--- src/rtl/ex_alu_pipe.sv ---
// ex_alu_pipe: pipelined RV32I/RV64I integer ALU with valid/ready stages; RV64 word ops enabled by EX_ALU_WOPS_EN
module ex_alu_pipe #(
  parameter int XLEN   = 64,
  parameter int STAGES = 1,
  parameter int TAG_W  = 5
) (
  input  logic             clk_i,
  input  logic             rst_i,
  input  logic             valid_i,
  output logic             ready_o,
  input  logic [3:0]       op_i,
  input  logic             word_i,
  input  logic [XLEN-1:0]  op_a_i,
  input  logic [XLEN-1:0]  op_b_i,
  input  logic [TAG_W-1:0] tag_i,
  output logic             valid_o,
  input  logic             ready_i,
  output logic [XLEN-1:0]  result_o,
  output logic [TAG_W-1:0] tag_o,
  output logic             illegal_o
);
  localparam int SW = (XLEN == 64) ? 6 : 5;
  if (XLEN != 32 && XLEN != 64) begin : g_bad_xlen
    $error("ex_alu_pipe: XLEN must be 32 or 64");
  end
  if (STAGES < 1 || STAGES > 3) begin : g_bad_stages
    $error("ex_alu_pipe: STAGES must be 1..3");
  end
  logic [XLEN-1:0]  base_res;
  logic [XLEN-1:0]  alu_res;
  logic             base_ok;
  logic             wsel;
  logic             w_ok;
  logic             alu_ill;
  logic [63:0]      w_ext;
  logic [SW-1:0]    sh;
  logic [STAGES:0]  go;
  logic [STAGES-1:0] v_q, v_d, ill_q, ill_d;
  logic [XLEN-1:0]  res_q [STAGES];
  logic [XLEN-1:0]  res_d [STAGES];
  logic [TAG_W-1:0] tag_q [STAGES];
  logic [TAG_W-1:0] tag_d [STAGES];
  assign sh   = op_b_i[SW-1:0];
  assign wsel = word_i && (XLEN == 64);
  // Full-width RV32I/RV64I register/immediate operations
  always_comb begin
    base_res = '0;
    base_ok  = 1'b1;
    case (op_i)
      4'b0000: base_res = op_a_i + op_b_i;
      4'b1000: base_res = op_a_i - op_b_i;
      4'b0001: base_res = op_a_i << sh;
      4'b0010: base_res = {{(XLEN-1){1'b0}}, $signed(op_a_i) < $signed(op_b_i)};
      4'b0011: base_res = {{(XLEN-1){1'b0}}, op_a_i < op_b_i};
      4'b0100: base_res = op_a_i ^ op_b_i;
      4'b0101: base_res = op_a_i >> sh;
      4'b1101: base_res = $signed(op_a_i) >>> sh;
      4'b0110: base_res = op_a_i | op_b_i;
      4'b0111: base_res = op_a_i & op_b_i;
      default: base_ok = 1'b0;
    endcase
  end
`ifdef EX_ALU_WOPS_EN
  logic [31:0] w32;
  logic [4:0]  wsh;
  assign wsh = op_b_i[4:0];
  // 32-bit word ops on the low half; result is sign-extended below
  always_comb begin
    w32  = '0;
    w_ok = 1'b1;
    case (op_i)
      4'b0000: w32 = op_a_i[31:0] + op_b_i[31:0];
      4'b1000: w32 = op_a_i[31:0] - op_b_i[31:0];
      4'b0001: w32 = op_a_i[31:0] << wsh;
      4'b0101: w32 = op_a_i[31:0] >> wsh;
      4'b1101: w32 = $signed(op_a_i[31:0]) >>> wsh;
      default: w_ok = 1'b0;
    endcase
  end
  assign w_ext = {{32{w32[31]}}, w32};
`else
  assign w_ok  = 1'b0;
  assign w_ext = '0;
`endif
  assign alu_ill = wsel ? !w_ok : !base_ok;
  assign alu_res = alu_ill ? '0 : (wsel ? w_ext[XLEN-1:0] : base_res);
  // Load enables ripple back from the consumer: a stage loads when empty or when the stage after it loads
  always_comb begin
    go = '0;
    go[STAGES] = ready_i;
    for (int k = STAGES - 1; k >= 0; k--) go[k] = !v_q[k] || go[k+1];
  end
  // Each stage's load source is the ALU (stage 0) or the stage before it
  always_comb begin
    v_d[0]   = valid_i;
    ill_d[0] = alu_ill;
    res_d[0] = alu_res;
    tag_d[0] = tag_i;
    for (int k = 1; k < STAGES; k++) begin
      v_d[k]   = v_q[k-1];
      ill_d[k] = ill_q[k-1];
      res_d[k] = res_q[k-1];
      tag_d[k] = tag_q[k-1];
    end
  end
  // Stage registers: payload only changes on a stage load, so stalled stages hold
  always_ff @(posedge clk_i) begin
    for (int k = 0; k < STAGES; k++) begin
      if (rst_i) begin
        v_q[k]   <= 1'b0;
        ill_q[k] <= 1'b0;
        res_q[k] <= '0;
        tag_q[k] <= '0;
      end else if (go[k]) begin
        v_q[k]   <= v_d[k];
        ill_q[k] <= ill_d[k];
        res_q[k] <= res_d[k];
        tag_q[k] <= tag_d[k];
      end
    end
  end
  assign ready_o   = go[0];
  assign valid_o   = v_q[STAGES-1];
  assign illegal_o = ill_q[STAGES-1];
  assign result_o  = res_q[STAGES-1];
  assign tag_o     = tag_q[STAGES-1];
endmodule

--- config.mk ---
export PLATFORM = sky130hd
export DESIGN_NAME = ex_alu_pipe
export DESIGN_NICKNAME = d
export VERILOG_FILES = /design/src/rtl/ex_alu_pipe.sv
export SDC_FILE = /design/constraint.sdc
export NUM_CORES = 1
export LEC_CHECK = 0
export CORE_MARGIN = 4
export CORE_UTILIZATION = 30
export DETAILED_ROUTE_END_ITERATION = 10
export PLACE_DENSITY_LB_ADDON = 0.25
export SETUP_SLACK_MARGIN = 0.4
export SLEW_MARGIN = 30
export SYNTH_ARGS = -nofsm -noshare
export SYNTH_HDL_FRONTEND = slang
export SYNTH_SLANG_ARGS = --single-unit
--- constraint.sdc ---
create_clock -name clk_i -period 8.1 [get_ports clk_i]
set_input_delay 1.62 -clock clk_i [delete_from_list [all_inputs] [get_ports clk_i]]
set_output_delay 1.62 -clock clk_i [all_outputs]
set_load 0.01 [all_outputs]
# Word-level counts from Yosys, hierarchy flattened
# Memories as Yosys holds them, arrays and structs flattened.
# Cells that the tools add are included.
word_totals:
  regBits: 2
  ramBits: 69
  output_inout_bits: 72
  n_memories: 2
memory_table:
  columns: ["name", "depth", "word_bits", "read_ports", "rd_clocked_by_memory_dff", "write_ports", "line", "rtl"]
  rows:
  - ["res_q", 1, 64, 1, 0, 1, "39", "logic [XLEN-1:0] res_q [STAGES];"]
  - ["tag_q", 1, 5, 1, 0, 1, "41", "logic [TAG_W-1:0] tag_q [STAGES];"]
op_classes:
  n_addsub: 2
  order_cmp: 2
  eq_ne: 9
  shift: 3
  n_mux: 14
  bitwise: 3
  n_reduce_logical: 7
op_table:
  columns: ["cell", "n"]
  rows:
  - ["one-hot mux 64 bit (10 select lines)", 1]
  - ["two-way mux 64 bit", 3]
  - ["< comparator 64 bit", 2]
  - ["adder 64 bit", 1]
  - ["bitwise AND 64 bit", 1]
  - ["OR 64 bit", 1]
  - ["OR reduction 64 bit", 1]
  - ["<< shifter 64 x 6 -> 64 bit", 1]
  - ["right shift 64 x 6 -> 64 bit", 1]
  - [">>> shifter 64 x 6 -> 64 bit", 1]
  - ["subtractor 64 bit", 1]
  - ["bitwise XOR 64 bit", 1]
  - ["== test 4 x 3 -> 1 bit (second input constant)", 4]
  - ["OR reduction 10 bit", 1]
  - ["two-way mux 1 bit", 9]
  - ["== test 4 x 2 -> 1 bit (second input constant)", 2]
  - ["== test 4 bit (second input constant)", 2]
  - ["two-way mux 5 bit", 1]
  - ["OR reduction 5 bit", 1]
  - ["== test 4 x 1 -> 1 bit (second input constant)", 1]
  - ["logical NOT 4 bit", 1]
  - ["logical NOT 1 bit", 2]
  - ["logical OR 1 bit", 1]

# Logic depth before layout (Yosys ltp)
# Gate-level depths: netlist (run 1).
logic_depth:
  depth_word: 7
  ltp_mapped: 19

# Worst setup path before layout (run 1)
# Ideal clock, no wire load.
synth_path:
  path_type: "input port to flip-flop"
  startpoint: "input port op_b_i[4]"
  endpoint: "memory res_q[0][56], data pin"
  setup_time_ps: 266
  arrival_ps: 5496
  t_required_ps: 7834
  path_slack_ps: 2338
  cell_stages: 19
  path_buffers: 6
  path_cell_list: "clkbuf_1 -> inv_1 -> clkbuf_1 -> clkbuf_1 -> clkbuf_1 -> buf_1 -> ha_1 -> buf_2 -> a21o_1 -> a21oi_1 -> a211oi_2 -> nor4b_1 -> nor2_1 -> a21oi_1 -> o31ai_1 -> or2_2 -> a221o_1 -> a21oi_1 -> nor2_1"
synth_via:
  elab_chain_cells: 5
synth_lines:
  columns: ["element", "line", "rtl"]
  rows:
  - ["from (decl)", "14", "input logic [XLEN-1:0] op_b_i,"]
  - ["subtractor 64 bit, or another cell as far along", "51", "4'b1000: base_res = op_a_i - op_b_i;"]
  - ["one-hot mux 64 bit (10 select lines) (*)", "49", "case (op_i)"]
  - ["two-way mux 64 bit (*) (2 in a row)", "86", "assign alu_res = alu_ill ? '0 : (wsel ? w_ext[XLEN-1:0] : base_res);"]
  - ["two-way mux 64 bit (no line) (*)", null, null]
  - ["to (decl)", "39", null]
# Mark *: on every way between the ends. The rest lies on a longest branch, timed or not.

# Worst setup path in the final report (run 1)
layout_path:
  startpoint: "input port op_a_i[19]"
  endpoint: "memory res_q[0][60], data pin"
layout_via:
  elab_chain_cells: 5
layout_lines:
  columns: ["element", "line", "rtl"]
  rows:
  - ["from (decl)", "13", "input logic [XLEN-1:0] op_a_i,"]
  - ["subtractor 64 bit, or another cell as far along", "51", null]
  - ["one-hot mux 64 bit (10 select lines) (*)", "49", null]
  - ["two-way mux 64 bit (*) (2 in a row)", "86", null]
  - ["two-way mux 64 bit (no line) (*)", null, null]
# Marks and branches as above.

==> PnR_summary.wiki, run 1 <==
{| class="wikitable"
! Metric !! Value
|-
| Floorplan die width || around 280 um
|-
| Number of antenna violations at the first check in global routing || 4
|-
| Cell with the most instances after synthesis || a21oi_1
|-
| Post-synthesis instance area || around 0.022 mm2
|-
| Post-synthesis sequential area ratio || 9.80%
|-
| Max-capacitance violation count || 0
|-
| Clock network latency to the later pin of the worst-skew pair || 400 ps
|-
| Run status || finished clean
|-
| Remaining max-slew budget at the tightest pin || around a quarter
|-
| Buffers inserted by post-CTS timing repair || 0
|-
| Kind of cell adding the most delay to the critical path || compound AO/OA/AOI/OAI gates
|-
| FP Rows || 97
|-
| DRT Pass-1 Iters || 6
|-
| Yosys warnings || 0
|-
| Post-synth ARST share || 0%
|-
| Longest Clk Path Bufs || 2
|-
| Post-route clock period utilization || around three quarters
|-
| Worst hold margin || 507 ps
|-
| Placed wire-length estimate after detailed placement || around 100 mm
|-
| Detail-routed via count per cell || ~6.3
|-
| Kind of critical path || input port to flip-flop
|-
| Netlist cell types || between 100 and 150
|-
| H-tree depth || 3
|-
| Leak pwr || about 9.9 nW
|-
| Effective utilization at floorplan || ~31%
|-
| Top area cells in the synthesized netlist || ha_1, edfxtp_1, a21oi_1, nor2_1, mux2i_1
|-
| Power per standard cell area || 110 mW/mm2
|-
| Instance count of the mapped netlist || 3126
|-
| Overall track demand over capacity in global routing || a little under a third
|-
| Sum of negative setup slack || 0 ps
|-
| Total number of vias || between 20000 and 30000
|-
| Final #Nets || between 3000 and 4000
|-
| Via count of the first global-routing pass || 24400
|-
| Endpoint arrival time on the critical path || 6290 ps
|-
| Clock root cell || clkbuf_16
|-
| Total clock buffers created by CTS || 9
|-
| Total power of the final layout || 0.00272 W
|-
| Peak clock frequency supported by timing || approximately 160 MHz
|-
| Maximum number of pins on one net before global-route repair || 117
|-
| Number of buffer cells added on primary ports || 213
|-
| Biggest cell delay along the critical path || between 700 and 800 ps
|-
| First-pass GRT wire length || ~180 mm
|-
| Final estimated routing congestion in global placement || between 1 and 1.5
|-
| Synth-to-Final Area Change || 14.7%
|-
| Total length of routed wires || approximately 120 mm
|-
| Number of synthesized flops with an enable pin || between 60 and 70
|-
| Net count after synthesis || 3464
|-
| Proportion of netlist area held by the largest area contributor || between 10% and 20%
|-
| Overflow left after global routing || 0
|-
| WL/cell || roughly 30 um
|-
| Clk pin slew, worst setup/hold paths || ~70 ps
|-
| Most common cell type on the critical path || inv_1
|-
| Count of routing violations after the opening detailed-route iteration || 3729
|-
| Post-synthesis average cell area || ~6.9 um2
|-
| Main synth FF type || edfxtp_1
|-
| Area enclosed by the die boundary || about 0.076 mm2
|-
| Clk_skew || 18.8 ps
|-
| Setup repair after global routing missed its margin || no
|-
| Synthesized flop and latch total || 71
|-
| Cell taking the most area after synthesis || ha_1
|-
| Class of the worst hold path || flip-flop to flip-flop
|-
| Final Util || approximately a third
|-
| Critical Path Start Type || input port
|-
| Max VDD drop || 0.0773 mV
|-
| Endpoints failing hold || 0
|-
| Clock tree from TritonCTS || done
|-
| Bufs and invs on worst path || 3
|-
| # resized after CTS || 0
|-
| Crit path max-delay cell type || clkdlybuf4s50_1
|-
| Chain of cells forming the critical path || clkdlybuf4s50_1 -> inv_1 -> ha_1 -> inv_1 -> a21oi_1 -> a21boi_0 -> o31ai_1 -> a311oi_2 -> a211oi_2 -> o221ai_2 -> o22ai_2 -> o21ai_1 -> a22oi_1 -> a31oi_1
|-
| Core region area || ~0.071 mm2
|-
| Clock tree sinks || 71
|-
| Critical path endpoint category || flip-flop
|-
| Fraction of layout cells with a size suffix above 1 || approximately 7.9%
|-
| Slew at the pin closest to its max-slew limit || between 1000 and 1500 ps
|-
| I/O pins || approximately 210
|-
| Number of antenna-violating nets in the routed design || 0
|-
| Largest fanout on the critical path || 10
|-
| CP required || between 8000 and 9000 ps
|-
| Final setup violation count || 0
|-
| Most numerous cell types in the synthesized netlist || a21oi_1, nor2_1, nand2_1
|-
| Pins over their slew limit || 0
|-
| Shortest period the worst path allows || roughly 6200 ps
|-
| Remaining design rule violation count || 0
|-
| Cts hold-fix bufs || 0
|-
| Chip height || 276 um
|}
layout make-up:
class	instances	area, um2
fillers	7748	45900
multi-input cells	2604	17600
repair buffers	286	2690
flip-flops and latches	71	2110
well taps	940	1180
inverters	203	767
clock buffers	9	225
clock inverters	7	159
diodes	2	5.00
power by group:
part / total (W) / switching (W) / leakage (nW) / internal [W]
registers: 0.000434 / 0.00000790 / 0.832 / 0.000426
logic: 0.00172 / 0.00115 / 8.83 / 0.000575
clock network: 0.000561 / 0.000199 / 0.187 / 0.000362
total: 0.00272 / 0.00135 / 9.85 / 0.00136
metal layers:
layer  track usage, %  share of wire [%]  up-vias  routed length [um]
li1                 -                  -    11700                   -
met5                0              0.010        -                  13
met2             49.6                 44     1509               54700
met3             5.07                8.2      303               10200
met1             40.5                 40    12400               50100
met4             18.2                7.2        2                8960
flip-flops by register name, summed over array words and instances, names as in the netlist:
signal and cells:
valid_o 1, res_q 64, tag_q 5, illegal_o 1
per-stage QoR:
| stage | cell area [um2] | setup slack (ps) | std cells |
|---|---|---|---|
| after floorplan | 21500 | 2340 | 3126 |
| after global placement | 24300 | 1640 | 4103 |
| after detailed placement | 24300 | 1710 | 4104 |
| after CTS | 24700 | 2120 | 4120 |
| after global routing | 24700 | 1870 | 4121 |
| final | 24700 | 1950 | 4122 |
layout by cell type, fill, tap and decap left out, drive strengths merged, types with 9 or more instances in the layout:
cell,instances
nand2,281
o21a,20
o211ai,40
inv,199
nand3,40
a221o,13
a211o,12
o31a,10
mux2,49
a31oi,34
buf,80
a22oi,10
edfxtp,69
nand4,28
nor3,62
xnor2,34
a211oi,85
nand2b,17
and2,40
o21ai,265
nor4,24
clkbuf,9
and3,18
mux4,45
o22ai,25
clkdlybuf4s50,206
or3,16
o221ai,31
nor2b,20
a21o,39
mux2i,130
nor2,378
a21boi,10
a21oi,396
o31ai,40
ha,194
o21bai,35
or2,11
a221oi,46
path summary, 6_finish.rpt:
kind | startpoint | end | slack, ps | cells past startpoint
max | op_a_i[19] | res_q[0][60]$_SDFFCE_PP0P_ | 1950 | 14
min | illegal_o$_SDFFE_PP0N_ | illegal_o$_SDFFE_PP0N_ | 510 | 2
max reg2reg | valid_o$_SDFFE_PP0N_ | res_q[0][37]$_SDFFCE_PP0P_ | 5450 | 5
min reg2reg | illegal_o$_SDFFE_PP0N_ | illegal_o$_SDFFE_PP0N_ | 510 | 2
worst register-to-register path: stages, from the launching register on:
cell and delay, ps:
dfxtp_1 310, nor2b_1 180, nor2_1 330, nand2_2 530, buf_4 460, a31oi_1 560
cells by family after synthesis:
group	share of synthesized area, %
multiplexers	13.3
flip-flops	9.80
adder cells (fa/ha/maj)	11.5
AND/OR/NAND/NOR	19.9
buffers and inverters	8.80
XOR/XNOR	1.63
AO/OA/AOI/OAI	35.1
Note: power is estimated with default switching activity, not from simulation.
==> inputs of run 2 (changes only) <==
clock period = 5.6 ns   (was 8.1 ns; I/O delays follow)
==> run 2 against run 1 <==
Effect of this change: utilization increased by 1.7 points; sequential share of layout area decreased by 0.39 points; combinational power increased by 53%; clock power increased by 9.1%; global-route usage increased by 1.6 points; largest power group unchanged; highest routed layer unchanged.
==> PnR_summary.wiki, run 2 (same netlist as run 1, synthesis figures left out) <==
{| class="wikitable"
! Metric !! Value
|-
| Effective utilization at floorplan || 30.5% (unchanged)
|-
| Number of flip-flops in the largest register || 64 (unchanged)
|-
| Wire length the detailed router placed on met1 || 50.8 mm (+1.5%)
|-
| Top Metal Used || met5
|-
| P_sw || 0.00201 W (+48%)
|-
| Leak pwr || 10.6 nW (+7.4%)
|-
| Run status || finished clean
|-
| Final setup violation count || 0 (unchanged)
|-
| Internal power || 0.00188 W (+38%)
|-
| Total clock buffers created by CTS || 9 (unchanged)
|-
| Endpoint arrival time on the critical path || 5110 ps (-1180 ps)
|-
| Area enclosed by the die boundary || 0.0762 mm2 (unchanged)
|-
| Placed wire-length estimate after detailed placement || 104 mm (+5.7%)
|-
| Class of the worst hold path || flip-flop to flip-flop
|-
| Critical Path Start Type || input port
|-
| Peak clock frequency supported by timing || approximately 200 MHz
|-
| Fraction of layout cells with a size suffix above 1 || 12.1% (+4.2 points)
|-
| Flop pwr share || 16.2% (+0.2 points)
|-
| Chip height || 276 um (unchanged)
|-
| Critical path endpoint category || flip-flop
|-
| Total length of routed wires || 130 mm (+4.9%)
|-
| Met2 wire length || 56.8 mm (+3.8%)
|-
| Placement-stage worst setup slack || 208 ps (-1500 ps)
|-
| Kind of critical path || input port to flip-flop
|-
| Area of the multi-input gates || 0.0176 mm2 (about the same)
|-
| Sum of negative setup slack || 0 ps (unchanged)
|-
| Final estimated routing congestion in global placement || 1.05 (+0.13%)
|-
| Clk network pwr share || 15.7% (-5.0 points)
|-
| # resized after CTS || 0 (unchanged)
|-
| Setup slack after layout || 609 ps (-1340 ps)
|-
| Core region area || 0.0706 mm2 (unchanged)
|-
| Max VDD drop || 0.122 mV (+58%)
|-
| Clk_skew || 15.5 ps (-3.26 ps)
|-
| Leading registers by flop count || res_q: 64 flops, tag_q: 5 flops
|-
| H-tree depth || 3 (unchanged)
|-
| Post-route clock period utilization || 89.1%
|-
| Clock tree from TritonCTS || done
|-
| Overall track demand over capacity in global routing || 33.0% (+1.6 points)
|-
| Number of buffer cells added on primary ports || 213 (unchanged)
|-
| Number of antenna-violating nets in the routed design || 0 (unchanged)
|-
| Total of fill cells in the finished design || 7717 (-0.40%)
|-
| Max-capacitance violation count || 0 (unchanged)
|-
| Synth-to-Final Area Change || 20.2%
|-
| Count of routing violations after the opening detailed-route iteration || 3311 (-11%)
|-
| Pins over their slew limit || 0 (unchanged)
|-
| Most used cells in the layout excluding fill and tap cells || a21oi_1, nor2_1, nand2_1
|-
| Floorplan die width || 276 um (unchanged)
|-
| Switching power as a share of total power || 51.6% (+1.8 points)
|-
| Post-detailed-placement cell area || 0.0256 mm2 (+5.2%)
|-
| Combinational power share || 68.1% (+4.7 points)
|-
| Total number of vias || 26700 (+3.3%)
|-
| First-pass GRT wire length || 183 mm (+4.3%)
|-
| Via count of the first global-routing pass || 25100 (+3.1%)
|-
| Remaining max-slew budget at the tightest pin || 25.3% (-1.0 points)
|-
| Shortest period the worst path allows || ~5000 ps
|-
| Final #Nets || 3667 (+4.4%)
|-
| FP Rows || 97 (unchanged)
|-
| CP required || 5720 ps (-2520 ps)
|-
| Overflow left after global routing || 0 (unchanged)
|-
| Sum of met3 wire segment lengths after detailed routing || 10.3 mm (+1.3%)
|-
| Storage element area || 0.00211 mm2 (unchanged)
|-
| Buffers inserted by post-CTS timing repair || 0 (unchanged)
|-
| Clock tree sinks || 71 (unchanged)
|-
| Maximum number of pins on one net before global-route repair || 121 (+3.4%)
|-
| Endpoints failing hold || 0 (unchanged)
|-
| Post-Layout Inst Area || 0.0259 mm2 (+4.7%)
|-
| I/O pins || 214 (unchanged)
|-
| Power per standard cell area || 150 mW/mm2 (+37%)
|-
| Top register by number of flip-flops || res_q
|-
| Cts hold-fix bufs || 0 (unchanged)
|-
| Slew at the pin closest to its max-slew limit || 1110 ps (+6.65 ps)
|-
| Remaining design rule violation count || 0 (unchanged)
|-
| Detail-routed via count per cell || 6.25 (-0.45%)
|-
| Setup repair after global routing missed its margin || no
|-
| Number of antenna violations at the first check in global routing || 6 (+2)
|-
| Longest Clk Path Bufs || 2 (unchanged)
|-
| Clock network latency to the later pin of the worst-skew pair || 400 ps (about the same)
|-
| WL/cell || 30.4 um (+1.1%)
|-
| DRT Pass-1 Iters || 6 (unchanged)
|-
| Clock root cell || clkbuf_16
|-
| Clk pin slew, worst setup/hold paths || 70 ps (about the same)
|-
| Largest fanout on the critical path || 6 (-4)
|-
| Commonest non-fill, non-tap cell in the layout || a21oi_1
|}
-- run 2: layer usage --
metal  vias to the layer above  track usage [%]
met5                         -                0
met4                         8             22.7
met3                       400             5.43
met2                      1567             52.5
met1                     12800             40.7
li1                      12000                -
-- run 2: path summary, 6_finish.rpt --
kind	slack [ps]	from	endpoint	cells after the start
min	510	illegal_o$_SDFFE_PP0N_	illegal_o$_SDFFE_PP0N_	2
min reg2reg	510	illegal_o$_SDFFE_PP0N_	illegal_o$_SDFFE_PP0N_	2
max reg2reg	3040	valid_o$_SDFFE_PP0N_	res_q[0][19]$_SDFFCE_PP0P_	5
max	610	op_a_i[0]	res_q[0][58]$_SDFFCE_PP0P_	15
-- run 2: cell type report --
| class | instances | share of cell area [%] |
|---|---|---|
| timing repair buffer | 440 | 15.3 |
| inverter | 203 | 2.96 |
| tap | 940 | 4.54 |
| sequential | 71 | 8.16 |
| clock buffer | 12 | 0.991 |
| clock inverter | 4 | 0.0773 |
| multi-input combinational | 2604 | 67.9 |
| antenna | 3 | 0.0290 |
-- run 2: critical path, cell delays in order --
cell and delay [ps]:
clkdlybuf4s50_1 590, ha_1 220, inv_1 60, fa_1 400
nor2b_1 190, o2111ai_1 210, a211oi_4 420, o2111ai_1 290
a211oi_2 440, o21ai_1 250, o21a_1 320, o21ai_1 240
xnor2_1 90, a21oi_1 150, o32ai_1 100
-- run 2: power groups by stage --
stage / combinational (W) / sequential (W) / clock, W
detailed placement: 0.00255 / 0.000641 / 0
global placement: 0.00257 / 0.000641 / 0
global route: 0.00278 / 0.000633 / 0.000646
finish: 0.00264 / 0.000630 / 0.000612
floorplan: 0.00145 / 0.000656 / 0
CTS: 0.00256 / 0.000630 / 0.000632
-- run 2: metrics by stage --
stage               cells  hold WS (ps)  power, W  utilization (%)
global route         4274           561   0.00406             36.6
detailed placement   4258           502   0.00319             36.2
floorplan            3126           515   0.00210                -
finish               4277           510   0.00389             36.6
global placement     4258           486   0.00321             36.2
CTS                  4274           514   0.00383             36.6
